`src/rtl/serial_addsub.sv`:
```
// Multi-cycle add/subtract unit: one BITS_PER_CYCLE-wide full-adder slice reused LSB-first
// over WIDTH/BITS_PER_CYCLE cycles, with start/busy/done handshake and held results.
module serial_addsub #(
  parameter int WIDTH          = 8,
  parameter int BITS_PER_CYCLE = 1
) (
  input  logic             clk,
  input  logic             rst_n,
  input  logic             start,
  input  logic [WIDTH-1:0] A,
  input  logic [WIDTH-1:0] B,
  input  logic             CI,
  input  logic             SUB,
  output logic             busy,
  output logic             done,
  output logic [WIDTH-1:0] S,
  output logic             CO,
  output logic             OV,
  output logic [1:0]       state_dbg
);

  // Handshake: start is a request sampled only in IDLE or DONE (accepted at that rising
  // edge); busy is high for exactly N cycles afterwards; done pulses for one cycle with
  // S/CO/OV valid from that cycle; start while busy is dropped, never queued.

  localparam int N  = WIDTH / BITS_PER_CYCLE;
  localparam int CW = (N > 1) ? $clog2(N) : 1;

  typedef enum logic [1:0] {
    IDLE = 2'd0,
    RUN  = 2'd1,
    DONE = 2'd2
  } state_t;

  state_t state, state_nxt;
  logic   load, step, last;

  logic [WIDTH-1:0]        a_sh, b_sh, res_sh, res_nxt;
  logic                    carry;
  logic [CW-1:0]           count;
  logic [BITS_PER_CYCLE-1:0] sum;
  logic [BITS_PER_CYCLE:0]   c;

  assign last = (count == CW'(N - 1));

  always_ff @(posedge clk) begin
    if (!rst_n) state <= IDLE;
    else        state <= state_nxt;
  end

  always_comb begin
    state_nxt = state;
    load      = 1'b0;
    step      = 1'b0;
    case (state)
      IDLE: begin
        if (start) begin
          load      = 1'b1;
          state_nxt = RUN;
        end
      end
      RUN: begin
        step = 1'b1;
        if (last) state_nxt = DONE;
      end
      DONE: begin
        if (start) begin
          load      = 1'b1;
          state_nxt = RUN;
        end else begin
          state_nxt = IDLE;
        end
      end
      default: state_nxt = IDLE;
    endcase
  end

  // Ripple slice over the low bits of the shift registers; c[i] is the carry into bit i.
  always_comb begin
    c    = '0;
    sum  = '0;
    c[0] = carry;
    for (int i = 0; i < BITS_PER_CYCLE; i++) begin
      sum[i]   = a_sh[i] ^ b_sh[i] ^ c[i];
      c[i+1]   = (a_sh[i] & b_sh[i]) | (c[i] & (a_sh[i] ^ b_sh[i]));
    end
  end

  // New sum bits enter at the MSB end so the result is aligned after N steps.
  assign res_nxt = (res_sh >> BITS_PER_CYCLE) |
                   (WIDTH'(sum) << (WIDTH - BITS_PER_CYCLE));

  always_ff @(posedge clk) begin
    if (!rst_n) begin
      a_sh   <= '0;
      b_sh   <= '0;
      res_sh <= '0;
      carry  <= 1'b0;
      count  <= '0;
      S      <= '0;
      CO     <= 1'b0;
      OV     <= 1'b0;
    end else if (load) begin
      a_sh  <= A;
      b_sh  <= B ^ {WIDTH{SUB}};
      carry <= SUB ? 1'b1 : CI;
      count <= '0;
    end else if (step) begin
      a_sh   <= a_sh >> BITS_PER_CYCLE;
      b_sh   <= b_sh >> BITS_PER_CYCLE;
      res_sh <= res_nxt;
      carry  <= c[BITS_PER_CYCLE];
      count  <= count + CW'(1);
      if (last) begin
        S  <= res_nxt;
        CO <= c[BITS_PER_CYCLE];
        OV <= c[BITS_PER_CYCLE] ^ c[BITS_PER_CYCLE-1];
      end
    end
  end

  assign busy      = (state == RUN);
  assign done      = (state == DONE);
  assign state_dbg = state;

endmodule

```
`config.mk`:
```
export PLATFORM = sky130hd
export DESIGN_NAME = serial_addsub
export DESIGN_NICKNAME = d
export VERILOG_FILES = /design/src/rtl/serial_addsub.sv
export SDC_FILE = /design/constraint.sdc
export NUM_CORES = 1
export LEC_CHECK = 0
export CORE_ASPECT_RATIO = 0.75
export CORE_MARGIN = 1.5
export CORE_UTILIZATION = 49
export DETAILED_ROUTE_END_ITERATION = 10
export GPL_TIMING_DRIVEN = 1
export PLACE_DENSITY_LB_ADDON = 0.08
export SETUP_SLACK_MARGIN = 0.4
export SYNTH_ARGS = -nofsm -noshare
export SYNTH_HDL_FRONTEND = slang
export SYNTH_SLANG_ARGS = --single-unit
```
`constraint.sdc`:
```
create_clock -name clk -period 1.65 [get_ports clk]
set_clock_uncertainty 0.1 [all_clocks]
set_input_delay 0.33 -clock clk [delete_from_list [all_inputs] [get_ports clk]]
set_output_delay 0.33 -clock clk [all_outputs]
set_load 0.01 [all_outputs]
```
# Word level (Yosys, flattened, before mapping)
# Cells that the tools add are included.
dict set report word_totals {
  regBits 40
  input_bits 21
  out_inout_bits 14
  word_cells 46
}
dict set report classes {
  addsub 1
  n_eq_ne 5
  muxes 14
  n_bitwise 10
  n_reduce_logical 7
}
# operator count
set ops {}
lappend ops {{8-bit 2-to-1 mux} 4}
lappend ops {{7-bit by 8-bit OR with 8-bit output} 1}
lappend ops {{8-bit XOR} 1}
lappend ops {{1-bit 2-to-1 mux} 7}
lappend ops {{2-bit case mux with 3 select lines} 1}
lappend ops {{2-bit 2-to-1 mux} 2}
lappend ops {{2-bit AND reduction} 2}
lappend ops {{2-bit OR reduction} 2}
lappend ops {{3-bit by 1-bit adder with 3-bit output (second input constant)} 1}
lappend ops {{3-bit == test (second input constant)} 1}
lappend ops {{3-bit AND reduction} 1}
lappend ops {{1-bit XOR} 3}
lappend ops {{1-bit bitwise AND} 2}
lappend ops {{2-bit by 1-bit == test with 1-bit output (second input constant)} 1}
lappend ops {{2-bit == test (second input constant)} 1}
lappend ops {{2-bit logical NOT} 1}
lappend ops {{2-bit by 1-bit != test with 1-bit output (second input constant)} 1}
lappend ops {{2-bit != test (second input constant)} 1}
lappend ops {{1-bit inverter} 2}
lappend ops {{2-bit nonzero test} 1}
lappend ops {{1-bit OR} 1}

# Depth between registers and ports, before layout
# Gate-level depths: netlist of the first run.
dict set report logic_depth {
  ltp_word 5
  mapped_depth 6
  depth_no_buf 5
}

# Worst setup path after synthesis of the first run
# Ideal clock, no wire load.
dict set report synth_path {
  path_kind {register to register}
  start {register count[0]}
  end {register OV}
  setup_ns 0.086
  t_arrival_ns 1.190
  required_time_ns 1.464
  setup_slack_ns 0.275
  stages_incl_launch_ff 6
  path_buffers 1
  synth_period_minus_slack_ns 1.375
  cell_sequence {dfxtp_1 ha_1 ha_1 and3b_1 buf_2 a211oi_1}
}
dict set report synth_between {
  elab_chain_cells 2
}
# element line
set synth_rtl {}
lappend synth_rtl {{start: declaration} 40} ;# logic [CW-1:0] count;
lappend synth_rtl {{start signal: assignment} 113} ;# count <= count + CW'(1);
lappend synth_rtl {{3-bit == test} 44} ;# assign last = (count == CW'(N - 1));
lappend synth_rtl {{3-bit AND reduction (no source line)} --}
lappend synth_rtl {{end signal: assignment} 117} ;# OV <= c[BITS_PER_CYCLE] ^ c[BITS_PER_CYCLE-1];
lappend synth_rtl {{end: declaration} 18} ;# output logic OV,
# No other way between the ends.
# A chain may end at the register's enable or synchronous reset.

# Worst setup path in the final report of the first run
dict set report layout_path {
  start {register state[0] (netlist: state_dbg[0])}
  end {output port done}
}
dict set report layout_between {
  elab_chain_cells 1
}
# element line
set layout_rtl {}
lappend layout_rtl {{start: declaration} 35} ;# state_t state, state_nxt;
lappend layout_rtl {{start signal: assignment} 48} ;# else state <= state_nxt;
lappend layout_rtl {{2-bit == test} 123} ;# assign done = (state == DONE);
lappend layout_rtl {{end: declaration} 15} ;# output logic done,
# No other way between the ends.

==> reports/results.ini, run 1 <==
[outcome]
status = completed

[place]
place_area_um2 = 2030
dpl.hpwl_mm = 2.27
portBuffers = 34
gp_congestion = 0.781

[synthesis]
synth_edf_count = 0
netlist_top_cells_area = dfxtp_1 (48%), nand2_1 (11%), a21oi_1 (7.5%), xor2_1 (4.4%), nor3_1 (2.8%)
ys_seq_elements = 39
async_flop_share_pct = 0
synth_nets = 214
synth.distinct_cells = 28
seq_area_frac_synth_pct = 48.5
synth_area_um2 = 1610
synth_warnings = 0
ys.flop_type = dfxtp_1
syn_avg_cell_area_um2 = 8.48
synth_top_cell_by_area = dfxtp_1
synth_common_cells = nand2_1 (49), dfxtp_1 (39), a21oi_1 (24), nor3_1 (9), xor2_1 (8)
synth_most_common_cell = nand2_1
syn-instance-count = 190
synthDominantCellAreaShare_pct = 48.5

[clock_network]
clock_tree.buffer_depth = 2
htreeDepth = 2
path_clk_slew_ns = 0.08
cts_num_sinks = 39
cts-root-buf = clkbuf_8
hold_buffers = 0
cts_buffers = 5
cts_tree = yes
clk_latency_ns = 0.29

[route]
vias = 1494
via_per_inst = 5.39
drtAntennaViolNets = 0
routedWlPerCell_um = 14.1
routed_wl_mm = 3.90
drtIter0Drc = 100
first_pass_iters = 4
drc = 0

[setup_path]
cp_slowest_stage_delay_ns = 0.37
required_ns = 1.22
arrival_ns = 0.96
crit_type = reg2out
crit_slowest_cell = dfxtp_4
r2r_cells = 5
endpoint = done
path_buf_inv = 1
crit_cells = 2
reg2reg_from = count[1]$_SDFFE_PP0P_
reg2reg_to = OV$_SDFFE_PN0P_
crit_chain = and2b_1 -> buf_2
r2r_slack_ns = 0.28
crit_fanout = 3
cp-startpoint = state_dbg[0]$_SDFFE_PN0P_
startpoint_type = flop
crit_path_end_kind = output port
critical_path.top_delay_family = flip-flops

[floorplan]
die_y_um = 52.6
start_util_pct = 52.9
core_region_area_um2 = 3040
io_pins = 35
die_x_um = 69.2
die_area_um2 = 3640
num_rows = 17

[timing]
finalCritPeriodShare_pct = 84.0
rsz0062_at_grt = yes
hold_violations = 0
final.setup.tns_ns = 0
worst_slew_pin_slew_ns = 0.272
fmax_ghz = 0.722
finalMaxSlewViolations = 0
period_needed_ns = 1.39
setup_viol = 0
maxSlewHeadroom_pct = 81.8

[global_routing]
grt_pass1_vias = 1354
grt_util_all_layers_pct = 20.4
grt_max_degree = 27
antenna_found_initial = 0
gr-total-overflow = 0
grt_pass1_wl_mm = 5.87

[hold_path]
holdCritPathClass = reg2reg

[job]
max_cap_viol_count = 0

[power_and_ir_drop]
irDropWorstVdd_mv = 0.505
cellLeakagePower_nw = 0.928
cellPowerDensity_nw_per_um2 = 842

[layout]
fill_cells = 200
nets = 262
fin_area_um2 = 2330
antenna_cells = 0
area_delta_synth_final_pct = 44.5
drive_gt1_share_pct = 36.8

## metrics by stage
step / std cells / power [mW] / setup WS [ns] / hold WS [ns] / utilization, %
after global routing: 277 / 2.04 / 0.236 / 0.370 / 76.5
after floorplan: 190 / 1.20 / 0.384 / 0.336 / -
after global placement: 258 / 1.29 / 0.0403 / 0.342 / 66.8
after CTS: 274 / 1.93 / 0.258 / 0.356 / 72.9
after detailed placement: 258 / 1.30 / 0.00248 / 0.350 / 66.8
final: 277 / 1.96 / 0.264 / 0.357 / 76.5
## repair_timing
item / 4_1_cts / 5_1_grt
resized for setup: 93 / 26
setup endpoints to repair: 53 / 38
setup buffers: 8 / 2
pin swaps: 4 / 4
cloned: 0 / 1
## worst register-to-register path, stage by stage (launching register included)
cell	delay (ns)
dfxtp_2	0.34
ha_4	0.16
ha_4	0.16
and3b_2	0.24
buf_6	0.15
a211oi_2	0.16
## cell usage in the layout, fill, tap and decap left out, types with 5 or more instances in the layout
master            n
dfxtp_2          13
dfxtp_1          25
clkdlybuf4s50_1  19
buf_4            11
a31oi_1           6
xor2_1            8
a21oi_1          14
nor3_1            5
nand2_1          39
buf_2            12
nand2_2           6
nand3_1           7
clkbuf_8          5
buf_6             8
a21oi_2          10
## power by group
part	total, mW	switching (mW)	internal [mW]
logic	0.329	0.162	0.167
clock network	0.613	0.317	0.297
registers	1.02	0.0325	0.986
total	1.96	0.511	1.45
## kinds of logic after synthesis
kind of cell	synth area share [%]
AOI/OAI and AO/OA	16.5
muxes	0.622
adders and majority gates	2.80
xor gates and xnor gates	5.44
and+or+nand+nor	20.2
DFF	48.5
buffers and inverters	5.98
## registers in the layout, summed over array words and instances (netlist names)
signal,cells
count,3
a_sh,8
res_sh,7
state_dbg,2
b_sh,8
CO,1
carry,1
OV,1
S,8
## layout make-up
class	instances	area, µm²	share of cell area (%)
multi-input combinational	137	910	39.1
sequential	39	801	34.4
timing repair buffer	53	475	20.4
clock buffer	7	76.3	3.28
tap	38	47.5	2.04
inverter	2	12.5	0.538
clock inverter	1	5.00	0.215
## how the worst min path moves through the flow
stage,start,to,depth (start not counted)
final,res_sh[1]$_SDFFE_PN0P_,S[0]$_SDFFE_PN0P_,2
after global placement,S[0]$_SDFFE_PN0P_,S[0]$_SDFFE_PN0P_,2
after detailed placement,S[4]$_SDFFE_PN0P_,S[4]$_SDFFE_PN0P_,2
after CTS,S[4]$_SDFFE_PN0P_,S[4]$_SDFFE_PN0P_,2
after floorplan,res_sh[1]$_SDFFE_PN0P_,res_sh[1]$_SDFFE_PN0P_,2
after global routing,S[2]$_SDFFE_PN0P_,S[2]$_SDFFE_PN0P_,2
## routing by layer
layer | track usage [%] | wire (µm)
met1 | 24.2 | 1740
met2 | 36.4 | 1980
met3 | 5.58 | 146
met4 | 6.54 | 20
met5 | 0 | 0
(Power assumes the default switching activity.)
==> run 2: changes to the inputs <==
--- a/config.mk
+++ b/config.mk
@@ -7,7 +7,7 @@
 export LEC_CHECK = 0
 export CORE_ASPECT_RATIO = 0.75
 export CORE_MARGIN = 1.5
-export CORE_UTILIZATION = 49
+export CORE_UTILIZATION = 44
 export DETAILED_ROUTE_END_ITERATION = 10
 export GPL_TIMING_DRIVEN = 1
 export PLACE_DENSITY_LB_ADDON = 0.08
==> constraint.sdc (replaced) <==
create_clock -name clk -period 1.2 [get_ports clk]
set_clock_uncertainty 0.1 [all_clocks]
set_input_delay 0.24 -clock clk [delete_from_list [all_inputs] [get_ports clk]]
set_output_delay 0.24 -clock clk [all_outputs]
set_load 0.01 [all_outputs]
==> reports/results.ini, run 2 (synthesized netlist as in run 1, its figures left out) <==
[floorplan]
die_area_um2 = 4040  ; was 3640 µm²
start_util_pct = 47.4  ; was 52.9%
core_region_area_um2 = 3400  ; was 3040 µm²
num_rows = 18  ; was 17
io_pins = 35  ; unchanged
die_x_um = 72.9  ; was 69.2 µm
die_y_um = 55.4  ; was 52.6 µm

[power_and_ir_drop]
combPwrFrac_pct = 23.0  ; was 16.8%
seqPwrFrac_pct = 42.3  ; was 51.9%
cellPowerDensity_nw_per_um2 = 1140  ; was 842 nW/µm²
net-switching-power_uw = 893  ; was 511 µW
irDropWorstVdd_mv = 0.873  ; was 0.505 mV
cellLeakagePower_nw = 1.13  ; was 0.928 nW
switching_share_pct = 26.7  ; was 26.1%
p_clk_share_pct = 34.7  ; was 31.3%
p_int_mw = 2.45  ; was 1.45 mW

[layout]
regArea_um2 = 803  ; was 801 µm²
antenna_cells = 0  ; unchanged
reg.largest.list = S: 8 flops, a_sh: 8 flops, b_sh: 8 flops  ; unchanged
fill_cells = 159  ; was 200
final_cell_mix = nand2_1 (27), buf_6 (24), dfxtp_1 (23), clkdlybuf4s50_1 (19), dfxtp_2 (15)  ; was nand2_1 (39), dfxtp_1 (25), clkdlybuf4s50_1 (19), a21oi_1 (14), dfxtp_2 (13)
area_delta_synth_final_pct = 81.8  ; was 44.5%
nets = 278  ; was 262
drive_gt1_share_pct = 52.9  ; was 36.8%
final_cells = 305  ; was 277
multi_input_area_um2 = 1100  ; was 910 µm²
fin_area_um2 = 2930  ; was 2330 µm²
final_common_cell = nand2_1  ; unchanged

[route]
routedWlPerCell_um = 17.9  ; was 14.1 µm
first_pass_iters = 4  ; unchanged
drtIter0Drc = 131  ; was 100
vias = 1701  ; was 1,494
drc = 0  ; unchanged
via_per_inst = 5.58  ; was 5.39
routed_wl_mm = 5.46  ; was 3.90 mm
drtAntennaViolNets = 0  ; unchanged

[clock_network]
cts_num_sinks = 39  ; unchanged
hold_buffers = 0  ; unchanged
htreeDepth = 2  ; unchanged
cts-root-buf = clkbuf_8  ; unchanged
clk_latency_ns = 0.30  ; was 0.29 ns
clock_tree.buffer_depth = 2  ; unchanged
path_clk_slew_ns = 0.08  ; about the same
cts_buffers = 5  ; unchanged
cts_tree = yes  ; unchanged

[global_routing]
grt_pass1_wl_mm = 7.82  ; was 5.87 mm
grt_util_all_layers_pct = 25.6  ; was 20.4%
antenna_found_initial = 0  ; unchanged
grt_max_degree = 32  ; was 27
grt_pass1_vias = 1604  ; was 1,354
gr-total-overflow = 0  ; unchanged

[setup_path]
required_ns = 1.29  ; was 1.22 ns
cp_slowest_stage_delay_ns = 0.37  ; about the same
cpMostUsedCell = buf_6
path_buf_inv = 3  ; was 1
crit_type = reg2reg  ; was reg2out
critical_path.top_delay_family = flip-flops  ; unchanged
r2r_slack_ns = -0.26  ; was 0.28 ns
r2r_cells = 6  ; was 5
crit_chain = buf_6 -> buf_6 -> and2b_2 -> buf_6 -> a22oi_2 -> a21oi_2  ; was and2b_1 -> buf_2
startpoint_type = flop  ; unchanged
crit_slowest_cell = dfxtp_4  ; unchanged
crit_fanout = 4  ; was 3
crit_cells = 6  ; was 2
arrival_ns = 1.55  ; was 0.96 ns
crit_path_end_kind = flop  ; was output port

[outcome]
status = complete, but fails checks  ; was completed
failed_checks = negative setup slack

[job]
max_cap_viol_count = 0  ; unchanged

[timing]
worst_slew_pin_slew_ns = 0.364  ; was 0.272 ns
finalMaxSlewViolations = 0  ; unchanged
final.setup.tns_ns = -6.47  ; was 0 ns
hold_violations = 0  ; unchanged
maxSlewHeadroom_pct = 75.7  ; was 81.8%
period_needed_ns = 1.46
setup_viol = 42  ; was 0
worst_slack_ns = -0.262  ; was 0.264 ns
fmax_ghz = 0.684
finalCritPeriodShare_pct = 122
rsz0062_at_grt = yes  ; unchanged

[hold_path]
min_path_cells = 2  ; unchanged
holdCritPathClass = reg2reg  ; unchanged

[place]
dp.cells = 277  ; was 258
dpl.hpwl_mm = 2.48  ; was 2.27 mm
gp_congestion = 0.695  ; was 0.781
portBuffers = 34  ; unchanged
place_area_um2 = 2190  ; was 2030 µm²

-- run 2: timing repair --
action	4_1_cts	5_1_grt
pin swaps	17	35
setup buffers	6	6
hold endpoints to repair	0	0
endpoints found under the setup margin	53	53
cloned	6	2
resized for setup	119	55
-- run 2: path summary, 6_finish.rpt --
kind                                                start                   end
worst min register to register          S[6]$_SDFFE_PN0P_     S[6]$_SDFFE_PN0P_
worst min-delay path                    S[6]$_SDFFE_PN0P_     S[6]$_SDFFE_PN0P_
worst max-delay path            state_dbg[0]$_SDFFE_PN0P_  a_sh[0]$_SDFFE_PN0P_
worst max register to register  state_dbg[0]$_SDFFE_PN0P_  a_sh[0]$_SDFFE_PN0P_
-- run 2: cell type report --
cell class                 count  share of cell area, %
clock buffer                   6                   2.82
clock inverter                 2                   1.20
inverter                       2                  0.513
multi-input combinational    139                   37.5
sequential                    39                   27.4
tap                           50                   2.14
timing repair buffer          67                   28.4
-- run 2: stage by stage --
| step | hold slack (ns) | setup slack (ns) | power [mW] | utilization (%) |
|---|---|---|---|---|
| final | 0.363 | -0.262 | 3.34 | 86.1 |
| after global routing | 0.375 | -0.292 | 3.45 | 86.1 |
| after CTS | 0.362 | -0.229 | 3.16 | 77.5 |
| after detailed placement | 0.348 | -0.408 | 1.86 | 64.5 |
| after global placement | 0.343 | -0.376 | 1.84 | 64.5 |
| after floorplan | 0.278 | -0.0658 | 1.70 | - |
-- run 2: worst register-to-register path, stage by stage (launching register included) --
cell     delay (ns)
dfxtp_4        0.37
buf_6          0.09
buf_6          0.10
and2b_2        0.27
buf_6          0.14
a22oi_2        0.20
a21oi_2        0.09
-- run 2: per-layer routing --
metal	up-vias	share of wire, %	track usage, %
met1	809	41	34.6
met5	-	0	0
li1	786	-	-
met4	0	1.6	7.55
met3	9	9.1	7.30
met2	97	48	39.6
-- run 2: power by group through the flow --
| stage | Sequential (mW) | Clock (mW) | Combinational, mW |
|---|---|---|---|
| floorplan | 1.42 | 0 | 0.276 |
| global placement | 1.43 | 0 | 0.418 |
| detailed placement | 1.43 | 0 | 0.428 |
| CTS | 1.40 | 1.15 | 0.610 |
| global route | 1.42 | 1.22 | 0.809 |
| finish | 1.42 | 1.16 | 0.769 |
==> run 3: changes to the inputs <==
--- a/config.mk
+++ b/config.mk
@@ -10,8 +10,9 @@
 export CORE_UTILIZATION = 44
 export DETAILED_ROUTE_END_ITERATION = 10
 export GPL_TIMING_DRIVEN = 1
-export PLACE_DENSITY_LB_ADDON = 0.08
+export PLACE_DENSITY = 0.76
 export SETUP_SLACK_MARGIN = 0.4
+export SKIP_LAST_GASP = 1
 export SYNTH_ARGS = -nofsm -noshare
 export SYNTH_HDL_FRONTEND = slang
 export SYNTH_SLANG_ARGS = --single-unit
==> reports/results.ini, run 3 (synthesized netlist as in run 1, its figures left out) <==
[outcome]
status = complete, but fails checks  ; unchanged
failed_checks = negative setup slack  ; unchanged

[layout]
antenna_cells = 0  ; unchanged
final_common_cell = nand2_1  ; unchanged
final_cell_mix = nand2_1 (26), dfxtp_1 (23), clkdlybuf4s50_1 (20), buf_6 (20), a21oi_2 (19)  ; was nand2_1 (27), buf_6 (24), dfxtp_1 (23), clkdlybuf4s50_1 (19), dfxtp_2 (15)
final_cells = 303  ; was 305
area_delta_synth_final_pct = 79.3  ; was 81.8%
reg.largest.list = S: 8 flops, a_sh: 8 flops, b_sh: 8 flops  ; unchanged
fin_util_pct = 84.9  ; was 86.1%
nets = 276  ; was 278
drive_gt1_share_pct = 53.8  ; was 52.9%

[global_routing]
grt_pass1_vias = 1452  ; was 1,604
grt_max_degree = 24  ; was 32
antenna_found_initial = 0  ; unchanged
gr-total-overflow = 0  ; unchanged
grt_pass1_wl_mm = 7.16  ; was 7.82 mm
grt_util_all_layers_pct = 23.9  ; was 25.6%

[timing]
final.setup.tns_ns = -4.64  ; was -6.47 ns
worst_slack_ns = -0.186  ; was -0.262 ns
period_needed_ns = 1.39  ; was 1.46 ns
rsz0062_at_grt = yes  ; unchanged
finalMaxSlewViolations = 0  ; unchanged
fmax_ghz = 0.721  ; was 0.684 GHz
fin_hold_ws_ns = 0.374  ; was 0.363 ns
finalCritPeriodShare_pct = 116  ; was 122%
maxSlewHeadroom_pct = 81.6  ; was 75.7%
setup_viol = 41  ; was 42
worst_slew_pin_slew_ns = 0.276  ; was 0.364 ns
hold_violations = 0  ; unchanged

[setup_path]
required_ns = 1.31  ; was 1.29 ns
crit_path_end_kind = flop  ; unchanged
cp_slowest_stage_delay_ns = 0.38  ; was 0.37 ns
startpoint_type = flop  ; unchanged
arrival_ns = 1.50  ; was 1.55 ns
crit_chain = buf_6 -> and2b_2 -> buf_12 -> mux2i_1 -> nor3_1  ; was buf_6 -> buf_6 -> and2b_2 -> buf_6 -> a22oi_2 -> a21oi_2
crit_type = reg2reg  ; unchanged
crit_slowest_cell = dfxtp_4  ; unchanged
crit_fanout = 6  ; was 4

[power_and_ir_drop]
total_power_mw = 3.45  ; was 3.34 mW
cellPowerDensity_nw_per_um2 = 1190  ; was 1140 nW/µm²
cellLeakagePower_nw = 1.14  ; was 1.13 nW
irDropWorstVdd_mv = 0.910  ; was 0.873 mV

[route]
routed_wl_mm = 5.72  ; was 5.46 mm
via_per_inst = 5.67  ; was 5.58
first_pass_iters = 5  ; was 4
drc = 0  ; unchanged
vias = 1717  ; was 1,701
routedWlPerCell_um = 18.9  ; was 17.9 µm
drtIter0Drc = 154  ; was 131
drtAntennaViolNets = 0  ; unchanged

[place]
gp_congestion = 0.728  ; was 0.695
portBuffers = 34  ; unchanged
dpl.hpwl_mm = 2.42  ; was 2.48 mm
dp.cells = 279  ; was 277

[clock_network]
cts_tree = yes  ; unchanged
cts-root-buf = clkbuf_8  ; unchanged
path_clk_slew_ns = 0.08  ; about the same
htreeDepth = 2  ; unchanged
clk_latency_ns = 0.31  ; was 0.30 ns
hold_buffers = 0  ; unchanged
clock_tree.buffer_depth = 2  ; unchanged
cts_buffers = 5  ; unchanged
cts_num_sinks = 39  ; unchanged

[floorplan]
die_y_um = 55.4  ; unchanged
die_x_um = 72.9  ; unchanged
num_rows = 18  ; unchanged
die_area_um2 = 4040  ; unchanged
core_region_area_um2 = 3400  ; unchanged
start_util_pct = 47.4  ; unchanged
io_pins = 35  ; unchanged

[job]
max_cap_viol_count = 0  ; unchanged

[hold_path]
holdCritPathClass = reg2reg  ; unchanged

run 3: timing repair:
| action | CTS | global route |
|---|---|---|
| resized for setup | 103 | 64 |
| setup buffers | 4 | 6 |
| pin swaps | 4 | 32 |
| setup endpoints to repair | 53 | 53 |
| cloned | 3 | 3 |
run 3: metrics by stage:
stage,cell area (µm²),setup WS (ns)
final,2890,-0.186
after floorplan,1740,-0.0658
after global placement,2210,-0.298
after global routing,2890,-0.217
after detailed placement,2210,-0.312
after CTS,2580,-0.156
run 3: area by class of cell:
cell class	count	area, µm²
well taps	50	62.6
flip-flops and latches	39	806
clock inverters	3	67.6
inverters	2	15.0
multi-input cells	137	1060
fillers	152	513
repair buffers	67	803
clock buffers	5	68.8
run 3: path summary, 6_finish.rpt:
check,startpoint,endpoint,slack [ns],depth (start not counted)
hold / removal,S[0]$_SDFFE_PN0P_,S[0]$_SDFFE_PN0P_,0.37,2
setup reg to reg,state_dbg[0]$_SDFFE_PN0P_,a_sh[7]$_SDFFE_PN0P_,-0.19,5
setup / recovery,state_dbg[0]$_SDFFE_PN0P_,a_sh[7]$_SDFFE_PN0P_,-0.19,5
hold reg to reg,S[0]$_SDFFE_PN0P_,S[0]$_SDFFE_PN0P_,0.37,2
run 3: worst max-delay path, delay by kind of cell (launching register included):
kind | cells | cell delay [ns]
and+or+nand+nor | 2 | 0.44
DFF | 1 | 0.38
buffers and inverters | 2 | 0.25
muxes | 1 | 0.11
run 3: power by group:
| part | total [mW] | internal, mW | switching, mW | leakage [nW] |
|---|---|---|---|---|
| registers | 1.42 | 1.35 | 0.0620 | 0.326 |
| clock network | 1.35 | 0.830 | 0.520 | 0.0644 |
| logic | 0.681 | 0.362 | 0.320 | 0.746 |
| total | 3.45 | 2.55 | 0.902 | 1.14 |
run 3: metal layers:
layer  routed length [µm]  track usage, %  part of all wire, %  vias to the layer above
met5                    0               0                    0                        -
met4                  232            8.63                  4.1                        0
met3                  463            8.39                  8.1                       31
met2                 2720            39.4                   47                      101
met1                 2310            28.4                   40                      810
li1                     -               -                    -                      775
